===== config.mk =====
export PLATFORM = sky130hd
export DESIGN_NAME = program_loader_flat
export DESIGN_NICKNAME = d
export VERILOG_FILES = /design/src/rtl/loader_pkg.sv /design/src/rtl/program_loader_if.sv /design/src/rtl/serial_word_rx.sv /design/src/rtl/program_loader.sv /design/src/flat_wrapper.sv
export SDC_FILE = /design/constraint.sdc
export NUM_CORES = 1
export LEC_CHECK = 0
export ABC_AREA = 1
export CAP_MARGIN = 20
export CORE_UTILIZATION = 50
export DETAILED_ROUTE_END_ITERATION = 12
export GPL_TIMING_DRIVEN = 0
export MAX_ROUTING_LAYER = met4
export PLACE_DENSITY = 0.71
export SLEW_MARGIN = 25
export SYNTH_ARGS = -nofsm -noshare
export SYNTH_HDL_FRONTEND = slang
export SYNTH_SLANG_ARGS = --single-unit

===== constraint.sdc =====
create_clock -name clock -period 4.5 [get_ports clock]
set_clock_uncertainty 0.15 [all_clocks]
set_input_delay 0.9 -clock clock [delete_from_list [all_inputs] [get_ports clock]]
set_output_delay 0.9 -clock clock [all_outputs]
set_load 0.005 [all_outputs]

===== src/rtl/loader_pkg.sv =====
// rtl/loader_pkg.sv - shared constants and FSM state type for the program loader (LOADER_CHECKSUM_EN adds CHECK use)
package loader_pkg;

  localparam int WORD_W     = 16;
  localparam int FRAME_BITS = 18;

  typedef enum logic [2:0] {
    S_HEADER,
    S_DATA,
    S_WRITE,
    S_CHECK,
    S_DONE,
    S_ERROR
  } state_t;

endpackage


===== src/rtl/program_loader_if.sv =====
// rtl/program_loader_if.sv - memory write bus and status bundle of the loader (LOADER_CHECKSUM_EN adds checksum_bad)
interface program_loader_if;
  import loader_pkg::*;

  logic [WORD_W-1:0] mem_address;
  logic [WORD_W-1:0] mem_data;
  logic              mem_wren;
  logic              cpu_run;
  logic              load_error;
  logic [WORD_W-1:0] words_loaded;
`ifdef LOADER_CHECKSUM_EN
  logic              checksum_bad;

  modport master (output mem_address, mem_data, mem_wren, cpu_run, load_error, words_loaded, checksum_bad);
  modport slave  (input  mem_address, mem_data, mem_wren, cpu_run, load_error, words_loaded, checksum_bad);
`else
  modport master (output mem_address, mem_data, mem_wren, cpu_run, load_error, words_loaded);
  modport slave  (input  mem_address, mem_data, mem_wren, cpu_run, load_error, words_loaded);
`endif

endinterface


===== src/rtl/serial_word_rx.sv =====
// rtl/serial_word_rx.sv - synchronised bit-serial receiver of 16-bit words (start, 16 data LSB first, stop)
module serial_word_rx
  import loader_pkg::*;
#(
  parameter int CLKS_PER_BIT = 16
) (
  input  logic              i_clk,
  input  logic              i_rst_n,
  input  logic              i_serial,
  input  logic              i_flush,
  output logic              o_word_valid,
  output logic [WORD_W-1:0] o_word,
  output logic              o_frame_err
);

  localparam int CNT_W = $clog2(CLKS_PER_BIT);
  localparam int IDX_W = $clog2(WORD_W);

  typedef enum logic [1:0] {RX_IDLE, RX_START, RX_BITS, RX_STOP} rx_state_t;

  logic              r_sync1;
  logic              r_sync2;
  logic              r_prev;
  rx_state_t         r_state;
  logic [CNT_W-1:0]  r_cnt;
  logic [IDX_W-1:0]  r_idx;
  logic [WORD_W-1:0] r_shift;

  // Two-flop synchroniser plus one delayed copy for falling-edge detection; idle line is high
  always_ff @(posedge i_clk or negedge i_rst_n) begin
    if (!i_rst_n) begin
      r_sync1 <= 1'b1;
      r_sync2 <= 1'b1;
      r_prev  <= 1'b1;
    end else begin
      r_sync1 <= i_serial;
      r_sync2 <= r_sync1;
      r_prev  <= r_sync2;
    end
  end

  // Bit-timing state machine: half-bit to mid-start, then one full bit period per sample
  always_ff @(posedge i_clk or negedge i_rst_n) begin
    if (!i_rst_n) begin
      r_state      <= RX_IDLE;
      r_cnt        <= '0;
      r_idx        <= '0;
      r_shift      <= '0;
      o_word_valid <= 1'b0;
      o_word       <= '0;
      o_frame_err  <= 1'b0;
    end else begin
      o_word_valid <= 1'b0;
      o_frame_err  <= 1'b0;
      if (i_flush) begin
        r_state <= RX_IDLE;
      end else begin
        case (r_state)
          RX_IDLE: begin
            // edge was seen one cycle ago, so the half-bit wait is shortened by one
            if (!r_sync2 && r_prev) begin
              r_state <= RX_START;
              r_cnt   <= CNT_W'(CLKS_PER_BIT / 2 - 2);
            end
          end
          RX_START: begin
            if (r_cnt == '0) begin
              if (r_sync2) begin
                r_state <= RX_IDLE;
              end else begin
                r_state <= RX_BITS;
                r_cnt   <= CNT_W'(CLKS_PER_BIT - 1);
                r_idx   <= '0;
              end
            end else begin
              r_cnt <= r_cnt - 1'b1;
            end
          end
          RX_BITS: begin
            if (r_cnt == '0) begin
              r_shift <= {r_sync2, r_shift[WORD_W-1:1]};
              r_cnt   <= CNT_W'(CLKS_PER_BIT - 1);
              if (r_idx == IDX_W'(FRAME_BITS - 3)) begin
                r_state <= RX_STOP;
              end else begin
                r_idx <= r_idx + 1'b1;
              end
            end else begin
              r_cnt <= r_cnt - 1'b1;
            end
          end
          RX_STOP: begin
            if (r_cnt == '0) begin
              r_state <= RX_IDLE;
              if (r_sync2) begin
                o_word_valid <= 1'b1;
                o_word       <= r_shift;
              end else begin
                o_frame_err <= 1'b1;
              end
            end else begin
              r_cnt <= r_cnt - 1'b1;
            end
          end
          default: r_state <= RX_IDLE;
        endcase
      end
    end
  end

endmodule


===== src/rtl/program_loader.sv =====
// rtl/program_loader.sv - loads a serial program image into memory and releases the CPU (optional LOADER_CHECKSUM_EN)
module program_loader
  import loader_pkg::*;
#(
  parameter int          CLKS_PER_BIT = 16,
  parameter logic [15:0] BASE_ADDR    = 16'h0000
) (
  input  logic             clock,
  input  logic             reset_n,
  input  logic             serial_in,
  input  logic             restart,
  program_loader_if.master bus
);

  logic              w_word_valid;
  logic [WORD_W-1:0] w_word;
  logic              w_frame_err;
  logic              w_restart_ok;
  logic [WORD_W-1:0] w_count_next;

  state_t            r_state;
  logic [WORD_W-1:0] r_n;
  logic [WORD_W-1:0] r_mem_address;
  logic [WORD_W-1:0] r_mem_data;
  logic              r_mem_wren;
  logic              r_cpu_run;
  logic              r_load_error;
  logic [WORD_W-1:0] r_words_loaded;
`ifdef LOADER_CHECKSUM_EN
  logic [WORD_W-1:0] r_sum;
  logic              r_checksum_bad;
`endif

  // restart only re-arms from a finished or failed load; it also flushes the receiver
  assign w_restart_ok = restart && ((r_state == S_DONE) || (r_state == S_ERROR));
  assign w_count_next = r_words_loaded + 16'd1;

  serial_word_rx #(
    .CLKS_PER_BIT(CLKS_PER_BIT)
  ) u_rx (
    .i_clk       (clock),
    .i_rst_n     (reset_n),
    .i_serial    (serial_in),
    .i_flush     (w_restart_ok),
    .o_word_valid(w_word_valid),
    .o_word      (w_word),
    .o_frame_err (w_frame_err)
  );

  assign bus.mem_address  = r_mem_address;
  assign bus.mem_data     = r_mem_data;
  assign bus.mem_wren     = r_mem_wren;
  assign bus.cpu_run      = r_cpu_run;
  assign bus.load_error   = r_load_error;
  assign bus.words_loaded = r_words_loaded;
`ifdef LOADER_CHECKSUM_EN
  assign bus.checksum_bad = r_checksum_bad;
`endif

  // Load sequencer: header count, per-word write, completion/error with registered outputs
  always_ff @(posedge clock or negedge reset_n) begin
    if (!reset_n) begin
      r_state        <= S_HEADER;
      r_n            <= '0;
      r_mem_address  <= BASE_ADDR;
      r_mem_data     <= '0;
      r_mem_wren     <= 1'b0;
      r_cpu_run      <= 1'b0;
      r_load_error   <= 1'b0;
      r_words_loaded <= '0;
`ifdef LOADER_CHECKSUM_EN
      r_sum          <= '0;
      r_checksum_bad <= 1'b0;
`endif
    end else begin
      r_mem_wren <= 1'b0;
      if (w_restart_ok) begin
        r_state        <= S_HEADER;
        r_cpu_run      <= 1'b0;
        r_load_error   <= 1'b0;
        r_words_loaded <= '0;
        r_mem_address  <= BASE_ADDR;
`ifdef LOADER_CHECKSUM_EN
        r_checksum_bad <= 1'b0;
`endif
      end else begin
        case (r_state)
          S_HEADER: begin
            if (w_frame_err) begin
              r_state      <= S_ERROR;
              r_load_error <= 1'b1;
              r_cpu_run    <= 1'b0;
            end else if (w_word_valid) begin
              r_n <= w_word;
`ifdef LOADER_CHECKSUM_EN
              r_sum <= w_word;
`endif
              if (w_word == '0) begin
`ifdef LOADER_CHECKSUM_EN
                r_state <= S_CHECK;
`else
                r_state   <= S_DONE;
                r_cpu_run <= 1'b1;
`endif
              end else begin
                r_words_loaded <= '0;
                r_mem_address  <= BASE_ADDR;
                r_state        <= S_DATA;
              end
            end
          end
          S_DATA: begin
            if (w_frame_err) begin
              r_state      <= S_ERROR;
              r_load_error <= 1'b1;
              r_cpu_run    <= 1'b0;
            end else if (w_word_valid) begin
              r_mem_data <= w_word;
              r_mem_wren <= 1'b1;
              r_state    <= S_WRITE;
`ifdef LOADER_CHECKSUM_EN
              r_sum <= r_sum + w_word;
`endif
            end
          end
          S_WRITE: begin
            // a full frame is far longer than this cycle, so no word can arrive here
            r_words_loaded <= w_count_next;
            r_mem_address  <= r_mem_address + 16'd1;
            if (w_count_next == r_n) begin
`ifdef LOADER_CHECKSUM_EN
              r_state <= S_CHECK;
`else
              r_state   <= S_DONE;
              r_cpu_run <= 1'b1;
`endif
            end else begin
              r_state <= S_DATA;
            end
          end
`ifdef LOADER_CHECKSUM_EN
          S_CHECK: begin
            if (w_frame_err) begin
              r_state      <= S_ERROR;
              r_load_error <= 1'b1;
              r_cpu_run    <= 1'b0;
            end else if (w_word_valid) begin
              if (w_word == r_sum) begin
                r_state   <= S_DONE;
                r_cpu_run <= 1'b1;
              end else begin
                r_state        <= S_ERROR;
                r_load_error   <= 1'b1;
                r_cpu_run      <= 1'b0;
                r_checksum_bad <= 1'b1;
              end
            end
          end
`endif
          S_DONE:  r_state <= S_DONE;
          S_ERROR: r_state <= S_ERROR;
          default: r_state <= S_HEADER;
        endcase
      end
    end
  end

endmodule


===== src/flat_wrapper.sv =====
// flat-port wrapper written by rule: the top's interface ports become plain ports
module program_loader_flat import loader_pkg::*;
#(
  parameter int          CLKS_PER_BIT = 16,
  parameter logic [15:0] BASE_ADDR    = 16'h0000
)
  (clock, reset_n, serial_in, restart, bus_mem_address, bus_mem_data, bus_mem_wren, bus_cpu_run, bus_load_error, bus_words_loaded);
  program_loader_if bus_i ();
  input  logic clock;
  input  logic reset_n;
  input  logic serial_in;
  input  logic restart;
  output wire logic [$bits(bus_i.mem_address)-1:0] bus_mem_address;
  output wire logic [$bits(bus_i.mem_data)-1:0] bus_mem_data;
  output wire logic [$bits(bus_i.mem_wren)-1:0] bus_mem_wren;
  output wire logic [$bits(bus_i.cpu_run)-1:0] bus_cpu_run;
  output wire logic [$bits(bus_i.load_error)-1:0] bus_load_error;
  output wire logic [$bits(bus_i.words_loaded)-1:0] bus_words_loaded;
  assign bus_mem_address = bus_i.mem_address;
  assign bus_mem_data = bus_i.mem_data;
  assign bus_mem_wren = bus_i.mem_wren;
  assign bus_cpu_run = bus_i.cpu_run;
  assign bus_load_error = bus_i.load_error;
  assign bus_words_loaded = bus_i.words_loaded;
  program_loader #(.CLKS_PER_BIT(CLKS_PER_BIT), .BASE_ADDR(BASE_ADDR)) u_core (.clock(clock), .reset_n(reset_n), .serial_in(serial_in), .restart(restart), .bus(bus_i));
endmodule

==> summary.txt, run 1 <==
Synth
  • Number of flops mapped to enable cells by yosys: 0
  • Sequential area share after synthesis: 52.1%
  • Synth Area per Inst: 8.27 sq um
  • Post-synthesis cell type count: 42
  • Main flop type after synthesis: dfrtp_1
  • Mapped cell area: 0.00562 sq mm
  • Mapped Cells: 680
  • Register bit total from synthesis: 117
  • Syn_nets: 694
  • Syn. warnings: 0
  • FFs w/ async S/R, synth: 100%

Min path
  • Hold/Removal Path Class: in2async

STA
  • TNS Setup: 0 ns
  • Final hold vios: 0
  • Final setup fails: 0
  • Worst-margin pin slew: 0.583 ns
  • Final Cycle Share: 57.6%
  • RSZ-0062 raised after global routing: false
  • Fmax: 386 MHz
  • Pins Over Slew Limit: 0
  • Slew Limit Headroom: 61.1%
  • Period minus WS final: 2.59 ns

Setup path
  • CP cell instances: clkdlybuf4s50_1
  • Startpoint Class: flip-flop
  • Crit path DAT: 1.54 ns
  • CP endpoint kind: primary output
  • Critical path buffers and inverters: 1
  • Setup CP Type: reg2out
  • CP max stage delay: 0.55 ns
  • Crit path max-delay cell type: clkdlybuf4s50_1
  • CP max FO: 7
  • Worst EP required: 3.45 ns
  • Critical path's top delay family: buffers and inverters

Die
  • I/O pins: 55
  • Die W: 108 um
  • Die Span Y: 108 um
  • Cell Rows: 38
  • Starting density of the core: 51.7%
  • Core region area: 0.0109 sq mm
  • Die area: 0.0117 sq mm

Placed design
  • GPL Wtd Cong: 0.885
  • Area after DPL: 0.00637 sq mm
  • Dpl hpwl: 9180 um
  • Dpl cells: 875
  • Input/output buffers: 54

Layout
  • Fin cells: 907
  • Nets: 768
  • Layout cell share with drive strength beyond 1: 8.21%
  • # fillers: 937
  • Area grow syn2layout: 23.7%
  • Number of diodes: 0
  • Fin area: 0.00696 sq mm
  • Register area: 0.00293 sq mm
  • Multi-input logic area: 0.00229 sq mm

Flow run
  • Maxcap violations: 0

Routing
  • Drt via density: 5.38
  • Initial DRC Count: 276
  • DRC violations left: 0
  • WL/cell: 14.1 um
  • Drt first pass iters: 4
  • ANT nets after route: 0
  • Final wirelength: 12800 um
  • Via count: 4879

Power and ir drop
  • Final total power: 3.96 mW
  • Power density cells: 569 mW/mm^2
  • Lkg Pwr: 3.17 nW
  • VDD IR max: 312 uV

CTS
  • Hold-fix buffers, CTS: 0
  • Num CTS Buffers: 17
  • Longest Clk Path Bufs: 2
  • H-tree depth: 4
  • CTS Root Cell: clkbuf_8
  • Post-CTS sizing: 0
  • CTS Sinks: 117
  • Postcts setup bufs: 0
  • CTS tree: yes
  • Clk Latency, worst-skew pair: 0.51 ns
  • Reg clk slew, reported paths: 0.06 ns

GRT
  • Vias in the first global route: 4770
  • Total global routing overflow: 0
  • Initial antenna violation count: 0
  • GRT Total Usage: 24.8%
  • Largest net degree at the start of global routing: 79
  • First-pass GRT wire length: 21600 um

Status
  • Status: finished, final reports clean
==> power by group <==
group | total, mW | internal, mW | switching, mW
combinational | 1.14 | 0.477 | 0.662
sequential | 1.51 | 1.31 | 0.192
clock | 1.31 | 0.823 | 0.491
total | 3.96 | 2.61 | 1.34
==> kinds of logic after synthesis <==
group / after synthesis / synth area share (%)
AOI/OAI and AO/OA: 136 / 13.4
adders and majority gates: 10 / 2.22
and+or+nand+nor: 301 / 23.3
muxes: 1 / 0.200
buffers and inverters: 105 / 7.19
xor gates and xnor gates: 10 / 1.56
DFF: 117 / 52.1
==> cell usage after synthesis (2+ instances only) <==
| cell type | n | area [sq um] |
|---|---|---|
| nor2_4 | 3 | 33.8 |
| ha_1 | 10 | 125 |
| o21ai_0 | 84 | 420 |
| nor3_1 | 3 | 15.0 |
| xnor2_1 | 4 | 35.0 |
| inv_1 | 86 | 323 |
| o22ai_1 | 12 | 75.1 |
| dfrtp_1 | 114 | 2850 |
| o31ai_1 | 2 | 15.0 |
| nand3_1 | 46 | 230 |
| a21oi_1 | 20 | 100 |
| buf_2 | 8 | 40.0 |
| nand3b_1 | 6 | 45.0 |
| a211oi_1 | 2 | 15.0 |
| o21a_1 | 2 | 15.0 |
| clkbuf_1 | 10 | 37.5 |
| a31oi_1 | 2 | 12.5 |
| nand2_1 | 168 | 631 |
| nand4_1 | 12 | 75.1 |
| dfstp_2 | 3 | 78.8 |
| xor2_1 | 6 | 52.6 |
| nor2_2 | 6 | 37.5 |
| nand2_2 | 3 | 18.8 |
| a32o_1 | 2 | 20.0 |
| nor2_1 | 49 | 184 |
==> final timing paths <==
check	startpoint	endpoint	slack, ns	cells after the start
max in group asynchronous	reset_n	u_core.u_rx.r_prev	3.32	2
setup reg to reg	u_core.bus.words_loaded[0]	u_core.r_state[0]	2.15	16
min in group clock	u_core.u_rx.r_sync1	u_core.u_rx.r_sync2	0.21	0
setup / recovery	u_core.bus.words_loaded[0]	bus_words_loaded[0]	1.91	1
hold / removal	reset_n	u_core.bus.words_loaded[8]	0.15	1
hold reg to reg	u_core.u_rx.r_sync1	u_core.u_rx.r_sync2	0.21	0
==> metal layers <==
metal / wire, um / part of all wire, % / global-route usage, % / vias up
met3: 567 / 4.4 / 5.73 / 14
met4: 127 / 0.99 / 9.30 / 0
met2: 6310 / 49 / 40.6 / 132
li1: - / - / - / 2372
met1: 5800 / 45 / 29.9 / 2361
met5: 0 / 0 / - / -
==> placed cells by master, fill, tap and decap left out, types with 3 or more instances in the layout <==
cell,count
nand2_1,168
dfrtp_1,114
inv_1,86
o21ai_0,84
clkdlybuf4s50_1,53
nor2_1,49
nand3_1,46
a21oi_1,20
clkbuf_16,16
nand4_1,12
o22ai_1,12
clkbuf_1,10
ha_1,10
buf_2,8
xor2_1,6
nor2_2,6
nand3b_1,6
xnor2_1,4
clkinv_4,4
nor3_1,3
nor2_4,3
nand2_2,3
clkbuf_8,3
inv_6,3
clkinvlp_4,3
dfstp_2,3
==> registers in the layout, summed over array words and instances, names as in the netlist <==
register	cells
u_core.u_rx.r_state	2
u_core.u_rx.r_shift	16
u_core.bus.load_error	1
u_core.bus.cpu_run	1
u_core.bus.words_loaded	16
u_core.bus.mem_data	16
u_core.r_n	16
u_core.u_rx.r_prev	1
u_core.bus.mem_wren	1
u_core.r_state	3
u_core.u_rx.o_frame_err	1
u_core.u_rx.r_sync2	1
u_core.u_rx.r_sync1	1
u_core.u_rx.o_word	16
u_core.u_rx.r_idx	4
u_core.u_rx.r_cnt	4
u_core.bus.mem_address	16
u_core.u_rx.o_word_valid	1
==> final cells by class <==
cell class	instances	area share [%]
repair buffers	55	8.18
multi-input cells	458	32.9
flip-flops and latches	117	42.1
inverters	87	4.69
clock buffers	19	6.35
clock inverters	13	2.14
plain buffers	18	1.11
well taps	140	2.52
==> through the flow <==
step / hold slack [ns] / setup slack [ns] / util (%)
finish: 0.147 / 1.91 / 63.9
global route: 0.150 / 1.83 / 63.9
CTS: 0.145 / 1.89 / 63.9
detailed placement: 0.197 / 1.60 / 58.5
global placement: 0.196 / -2.06 / 58.2
floorplan: 0.195 / 2.46 / -
Note: power is estimated with default switching activity, not from simulation.
==> run 2, diff against run 1 <==
- PLACE_DENSITY: 0.71 -> 0.74
- clock period: 4.5 -> 2.2 ns (I/O delays scaled with it)
==> summary.txt, run 2 (same netlist as run 1, synthesis figures left out) <==
Status
  • Status: finished, final reports clean

Layout
  • Layout cell share with drive strength beyond 1: 13.2% (+4.9 points)
  • Nets: 784 (+2.1%)
  • # fillers: 873 (-6.8%)
  • Area grow syn2layout: 29.7%
  • Multi-input logic area: 0.00238 sq mm (+4.1%)
  • Most frequent cells in the layout: 162 x nand2_1, 109 x dfrtp_1, 85 x inv_1, 83 x o21ai_0, 53 x clkdlybuf4s50_1
  • Most common cell after layout, fill and taps aside: nand2_1
  • Register area: 0.00294 sq mm (+0.21%)
  • Number of diodes: 0 (unchanged)

Setup path
  • CP endpoint kind: primary output
  • Setup CP Type: reg2out
  • Startpoint Class: flip-flop
  • Worst EP required: 1.61 ns (-1.84 ns)
  • CP max FO: 4 (-3)
  • Crit path DAT: 1.54 ns (about the same)

Die
  • Die area: 0.0117 sq mm (unchanged)
  • Die W: 108 um (unchanged)
  • Cell Rows: 38 (unchanged)
  • I/O pins: 55 (unchanged)
  • Core region area: 0.0109 sq mm (unchanged)
  • Die Span Y: 108 um (unchanged)
  • Starting density of the core: 51.7% (unchanged)

CTS
  • CTS Sinks: 117 (unchanged)
  • Longest Clk Path Bufs: 2 (unchanged)
  • Reg clk slew, reported paths: 0.06 ns (about the same)
  • Clk Latency, worst-skew pair: 0.53 ns (+0.02 ns)
  • CTS Root Cell: clkbuf_8
  • CTS tree: yes
  • H-tree depth: 4 (unchanged)
  • Num CTS Buffers: 17 (unchanged)

STA
  • Final hold vios: 0 (unchanged)
  • Fmax: 469 MHz
  • Period minus WS final: 2.13 ns
  • Slew Limit Headroom: 62.9% (+1.8 points)
  • Final setup fails: 0 (unchanged)
  • Pins Over Slew Limit: 0 (unchanged)
  • TNS Setup: 0 ns (unchanged)
  • Worst-margin pin slew: 0.557 ns (-0.0268 ns)
  • Final Cycle Share: 97.0%

Routing
  • Final wirelength: 13800 um (+8.1%)
  • Via count: 5071 (+3.9%)
  • WL/cell: 15.0 um (+6.3%)
  • Drt via density: 5.49 (+2.1%)
  • Drt first pass iters: 6 (+2)
  • Initial DRC Count: 295 (+6.9%)
  • ANT nets after route: 0 (unchanged)
  • DRC violations left: 0 (unchanged)

Power and ir drop
  • VDD IR max: 735 uV (+140%)
  • Final total power: 8.86 mW (+120%)
  • Lkg Pwr: 3.30 nW (+3.9%)
  • Power density cells: 1210 mW/mm^2 (+110%)

GRT
  • GRT Total Usage: 26.5% (+1.7 points)
  • Largest net degree at the start of global routing: 74 (-6.3%)
  • Total global routing overflow: 0 (unchanged)
  • Vias in the first global route: 4987 (+4.5%)
  • First-pass GRT wire length: 23100 um (+6.8%)
  • Initial antenna violation count: 0 (unchanged)

Min path
  • Hold/Removal Path Class: in2reg

Placed design
  • GPL Wtd Cong: 0.880 (-0.57%)
  • Dpl hpwl: 9100 um (-0.85%)
  • Input/output buffers: 54 (unchanged)

Flow run
  • Maxcap violations: 0 (unchanged)
## run 2: cell count changes in the layout (fill, tap and decap cells not counted), moves of 3 or more
cell       delta
nor2_2        +6
nand2_2       +6
nand3_1       -3
dfrtp_1       -5
buf_6         +4
nand3_2       +3
nor2_1       -10
buf_4        +11
nand2_1       -6
dfrtp_2       +5
bufinv_16     +5
nor2_4        +4
## run 2: report_power, final
group	switching (mW)	leakage [nW]	internal, mW
clock	0.999	0.330	2.22
combinational	1.46	1.43	1.09
sequential	0.401	1.54	2.69
total	2.86	3.30	6.00
## run 2: area by class of cell
type,instances,area share (%)
Sequential cell,117,40.3
Inverter,87,4.48
Clock inverter,12,3.41
Buffer,18,1.15
Timing Repair Buffer,71,9.69
Multi-Input combinational cell,458,32.6
Tap cell,140,2.40
Clock buffer,20,5.97
## run 2: critical path, stage by stage, from the launching register on
cell and delay [ns]:
dfrtp_2 0.40, buf_6 0.13, clkdlybuf4s50_1 0.49
## run 2: through the flow
step | setup slack, ns | cell area (sq um) | instances | util [%] | hold slack (ns)
finish | 0.0669 | 7300 | 923 | 67.0 | 0.164
global route | -0.0292 | 7300 | 923 | 67.0 | 0.182
CTS | 0.0172 | 7100 | 912 | 65.2 | 0.153
detailed placement | -0.284 | 6370 | 875 | 58.5 | 0.197
global placement | -3.88 | 6340 | 874 | 58.2 | 0.196
floorplan | 0.259 | 5620 | 680 | - | -0.00559
## run 2: path summary, 6_finish.rpt
path | start | cells past startpoint | slack (ns) | endpoint
max | u_core.bus.words_loaded[0] | 2 | 0.07 | bus_words_loaded[0]
min | serial_in | 1 | 0.16 | u_core.u_rx.r_sync1
max reg2reg | u_core.bus.words_loaded[3] | 13 | 0.10 | u_core.r_state[0]
min reg2reg | u_core.u_rx.r_sync1 | 0 | 0.21 | u_core.u_rx.r_sync2
max in group asynchronous | reset_n | 3 | 0.92 | u_core.u_rx.r_sync1
min in group asynchronous | reset_n | 2 | 0.25 | u_core.bus.words_loaded[10]
## run 2: routing by layer
metal	share of wire [%]	GRT usage, %	vias to the layer above
li1	-	-	2425
met1	43	32.3	2449
met2	50	43.1	160
met3	5.4	6.15	37
met4	1.9	9.69	0
met5	0	-	-
## run 2: repair_timing
action	4_1_cts	5_1_grt
setup endpoints to repair	12	48
setup buffers	4	11
endpoints found under the hold margin	44	0
pin swaps	2	24
resized for setup	2	40
hold buffers	1	0
==> run 3, diff against run 2 <==
- ABC_AREA: 1 -> not set
- CTS_BUF_LIST: not set -> sky130_fd_sc_hd__clkbuf_4
==> summary.txt, run 3 <==
Synth
  • Mapped Cells: 564 (-17%)
  • Mapped cell area: 0.00566 sq mm (+0.65%)
  • Syn. warnings: 0 (unchanged)
  • Sequential area share after synthesis: 51.8% (-0.33 points)
  • Post-synth top area share: 50.4% (-0.33 points)
  • Synth area leader: dfrtp_1
  • Main flop type after synthesis: dfrtp_1
  • Syn_nets: 578 (-17%)
  • Register bit total from synthesis: 117 (unchanged)
  • FFs w/ async S/R, synth: 100% (unchanged)
  • Most instantiated cells after synthesis: 114 x dfrtp_1, 88 x nand2_1, 68 x o21ai_0, 49 x mux2_2, 29 x nor2_1
  • Synth Area per Inst: 10.0 sq um (+21%)
  • Number of flops mapped to enable cells by yosys: 0 (unchanged)
  • Post-synthesis cell type count: 53 (+26%)
  • Most frequent cell after synthesis: dfrtp_1
  • Leading post-synthesis cells by cell area: dfrtp_1 50%, mux2_2 9.7%, o21ai_0 6.0%

Layout
  • # fillers: 826 (-5.4%)
  • Fin cells: 816 (-12%)
  • Number of diodes: 0 (unchanged)
  • Fin area: 0.00722 sq mm (-1.0%)
  • Most common cell after layout, fill and taps aside: dfrtp_1
  • Multi-input logic area: 0.00275 sq mm (+15%)
  • Layout cell share with drive strength beyond 1: 26.5% (+13 points)
  • Core Util, Final: 66.0% (-0.98 points)
  • Register area: 0.00295 sq mm (+0.38%)
  • Area grow syn2layout: 27.6%
  • Most frequent cells in the layout: 100 x dfrtp_1, 84 x nand2_1, 67 x o21ai_0, 50 x clkdlybuf4s50_1, 49 x mux2_2
  • Nets: 679 (-13%)

GRT
  • Vias in the first global route: 4628 (-7.2%)
  • First-pass GRT wire length: 22100 um (-4.4%)
  • Total global routing overflow: 0 (unchanged)
  • Initial antenna violation count: 0 (unchanged)
  • GRT Total Usage: 25.0% (-1.5 points)
  • Largest net degree at the start of global routing: 81 (+9.5%)

Power and ir drop
  • Power density cells: 765 mW/mm^2 (-37%)
  • Net Sw Frac: 31.7% (-0.57 points)
  • VDD IR max: 414 uV (-44%)
  • Sequential Power Share: 46.7% (+12 points)
  • Pint: 3.78 mW (-37%)
  • NetSw: 1.75 mW (-39%)
  • Clock group share of total power: 28.7% (-7.6 points)
  • Lkg Pwr: 3.41 nW (+3.4%)
  • Combinational share of power: 24.6% (-4.2 points)
  • Final total power: 5.53 mW (-38%)

STA
  • Pins Over Slew Limit: 0 (unchanged)
  • Period minus WS final: 2.30 ns (+0.167 ns)
  • Hold Slack: 0.177 ns (+0.0138 ns)
  • Final hold vios: 0 (unchanged)
  • Slew Limit Headroom: 60.0% (-2.9 points)
  • Fmax: 435 MHz (-7.3%)
  • Final setup fails: 3 (+3)
  • Final Cycle Share: 105% (+7.6 points)
  • RSZ-0062 raised after global routing: true
  • Worst-margin pin slew: 0.601 ns (+0.0441 ns)
  • PnR worst setup slack: -0.100 ns (-0.167 ns)

CTS
  • Clk Latency, worst-skew pair: 0.53 ns (about the same)
  • H-tree depth: 4 (unchanged)
  • CTS Sinks: 117 (unchanged)
  • Num CTS Buffers: 17 (unchanged)
  • CTS Root Cell: clkbuf_4
  • CTS tree: yes
  • Reg clk slew, reported paths: 0.12 ns (+0.06 ns)
  • Longest Clk Path Bufs: 2 (unchanged)

Setup path
  • CP max FO: 8 (+4)
  • Crit path max-delay cell type: dfrtp_1
  • CP cell instances: buf_6 -> nand4_1 -> buf_4 -> nor4_4 -> xnor2_1 -> a31oi_1 -> nand4_1 -> a22o_1
  • Setup CP Type: reg2reg
  • Critical path buffers and inverters: 2 (unchanged)
  • Worst EP required: 2.48 ns (+0.87 ns)
  • Startpoint Class: flip-flop
  • CP max stage delay: 0.38 ns (-0.11 ns)
  • Crit path DAT: 2.58 ns (+1.04 ns)
  • CP endpoint kind: flip-flop
  • Most used cell, CP: nand4_1
  • Critical path's top delay family: simple AND/OR/NAND/NOR gates

Die
  • Core region area: 0.0109 sq mm (+0.44%)
  • Cell Rows: 38 (unchanged)
  • Die Span Y: 108 um (+0.32%)
  • Die area: 0.0118 sq mm (+0.64%)
  • I/O pins: 55 (unchanged)
  • Starting density of the core: 51.8% (+0.11 points)
  • Die W: 108 um (+0.32%)

Placed design
  • Dpl hpwl: 8830 um (-2.9%)
  • Area after DPL: 0.00640 sq mm (+0.57%)
  • Dpl cells: 759 (-13%)
  • GPL Wtd Cong: 0.927 (+5.4%)
  • Input/output buffers: 54 (unchanged)

Status
  • Violated checks: setup timing
  • Status: complete, but fails checks

Min path
  • Hold/Removal Path Class: in2reg

Routing
  • ANT nets after route: 0 (unchanged)
  • Drt via density: 5.91 (+7.5%)
  • Via count: 4819 (-5.0%)
  • DRC violations left: 0 (unchanged)
  • Initial DRC Count: 360 (+22%)
  • Final wirelength: 13700 um (-1.2%)
  • Drt first pass iters: 5 (-1)
  • WL/cell: 16.8 um (+12%)

Flow run
  • Maxcap violations: 0 (unchanged)
-- run 3: cell count changes after synthesis, sizes merged, moves of 13 or more --
cell   before  now
nand2     172   88
mux2        1   49
o21ai      86   69
and3        0   13
inv        87   19
nand3      46   14
nor2       58   29
-- run 3: what timing repair did --
item,CTS,global route
buffers inserted,22,13
resized for setup,56,35
cloned,0,0
endpoints found under the hold margin,37,0
hold buffers,1,0
pin swaps,16,7
endpoints found under the setup margin,79,90
-- run 3: routing by layer --
layer,wire length [um],track usage (%),up-vias,part of all wire [%]
met3,756,5.97,53,5.5
met4,465,12.3,0,3.4
met2,6580,38.4,195,48
li1,-,-,2210,-
met5,0,-,-,0
met1,5870,31.1,2361,43
-- run 3: final timing paths --
| kind | from | endpoint | slack, ns | cells past startpoint |
|---|---|---|---|---|
| worst max-delay path | u_core.bus.words_loaded[9] | u_core.r_state[0] | -0.10 | 8 |
| worst min-delay path | serial_in | u_core.u_rx.r_sync1 | 0.18 | 1 |
| worst max register to register | u_core.bus.words_loaded[9] | u_core.r_state[0] | -0.10 | 8 |
| worst min register to register | u_core.u_rx.r_sync1 | u_core.u_rx.r_sync2 | 0.21 | 0 |
| max in group asynchronous | reset_n | u_core.u_rx.r_sync1 | 0.93 | 3 |
| min in group asynchronous | reset_n | u_core.bus.words_loaded[10] | 0.23 | 2 |
-- run 3: area by class of cell --
class | instances | share of cell area [%]
Buffer | 18 | 1.84
Clock buffer | 19 | 1.98
Tap cell | 140 | 2.43
Timing Repair Buffer | 90 | 11.9
Sequential cell | 117 | 40.8
Clock inverter | 11 | 1.89
Multi-Input combinational cell | 401 | 38.1
Inverter | 20 | 1.09
-- run 3: worst register-to-register path, delay by kind of cell (launching register included) --
kind                      cells  cell delay [ns]
AOI/OAI and AO/OA             2             0.44
xor gates and xnor gates      1             0.13
buffers and inverters         2             0.35
DFF                           1             0.38
and+or+nand+nor               3             0.77
-- run 3: kinds of logic (layout without fill, tap and decap cells) --
group	count (synthesis)	in the layout	share of synthesized area (%)
and+or+nand+nor	193	193	16.2
AOI/OAI and AO/OA	130	130	13.6
DFF	117	117	51.8
muxes	50	50	9.92
buffers and inverters	46	158	3.45
xor gates and xnor gates	18	18	2.79
adders and majority gates	10	10	2.21
-- run 3: per-stage QoR --
stage	setup TNS (ns)	setup WS (ns)
2_1_floorplan	0	0.0171
3_3_place_gp	-466.33	-3.81
3_5_place_dp	-28.06	-0.543
4_1_cts	-0.00530	-0.00530
5_1_grt	-0.545	-0.172
6_report	-0.168	-0.100
-- run 3: power by group through the flow --
| stage | clock network (mW) | logic (mW) | registers [mW] |
|---|---|---|---|
| 2_1_floorplan | 0 | 0.710 | 2.54 |
| 3_3_place_gp | 0 | 1.09 | 2.58 |
| 6_report | 1.59 | 1.36 | 2.58 |
| 5_1_grt | 1.70 | 1.51 | 2.61 |
| 4_1_cts | 1.61 | 1.27 | 2.57 |
| 3_5_place_dp | 0 | 1.16 | 2.59 |
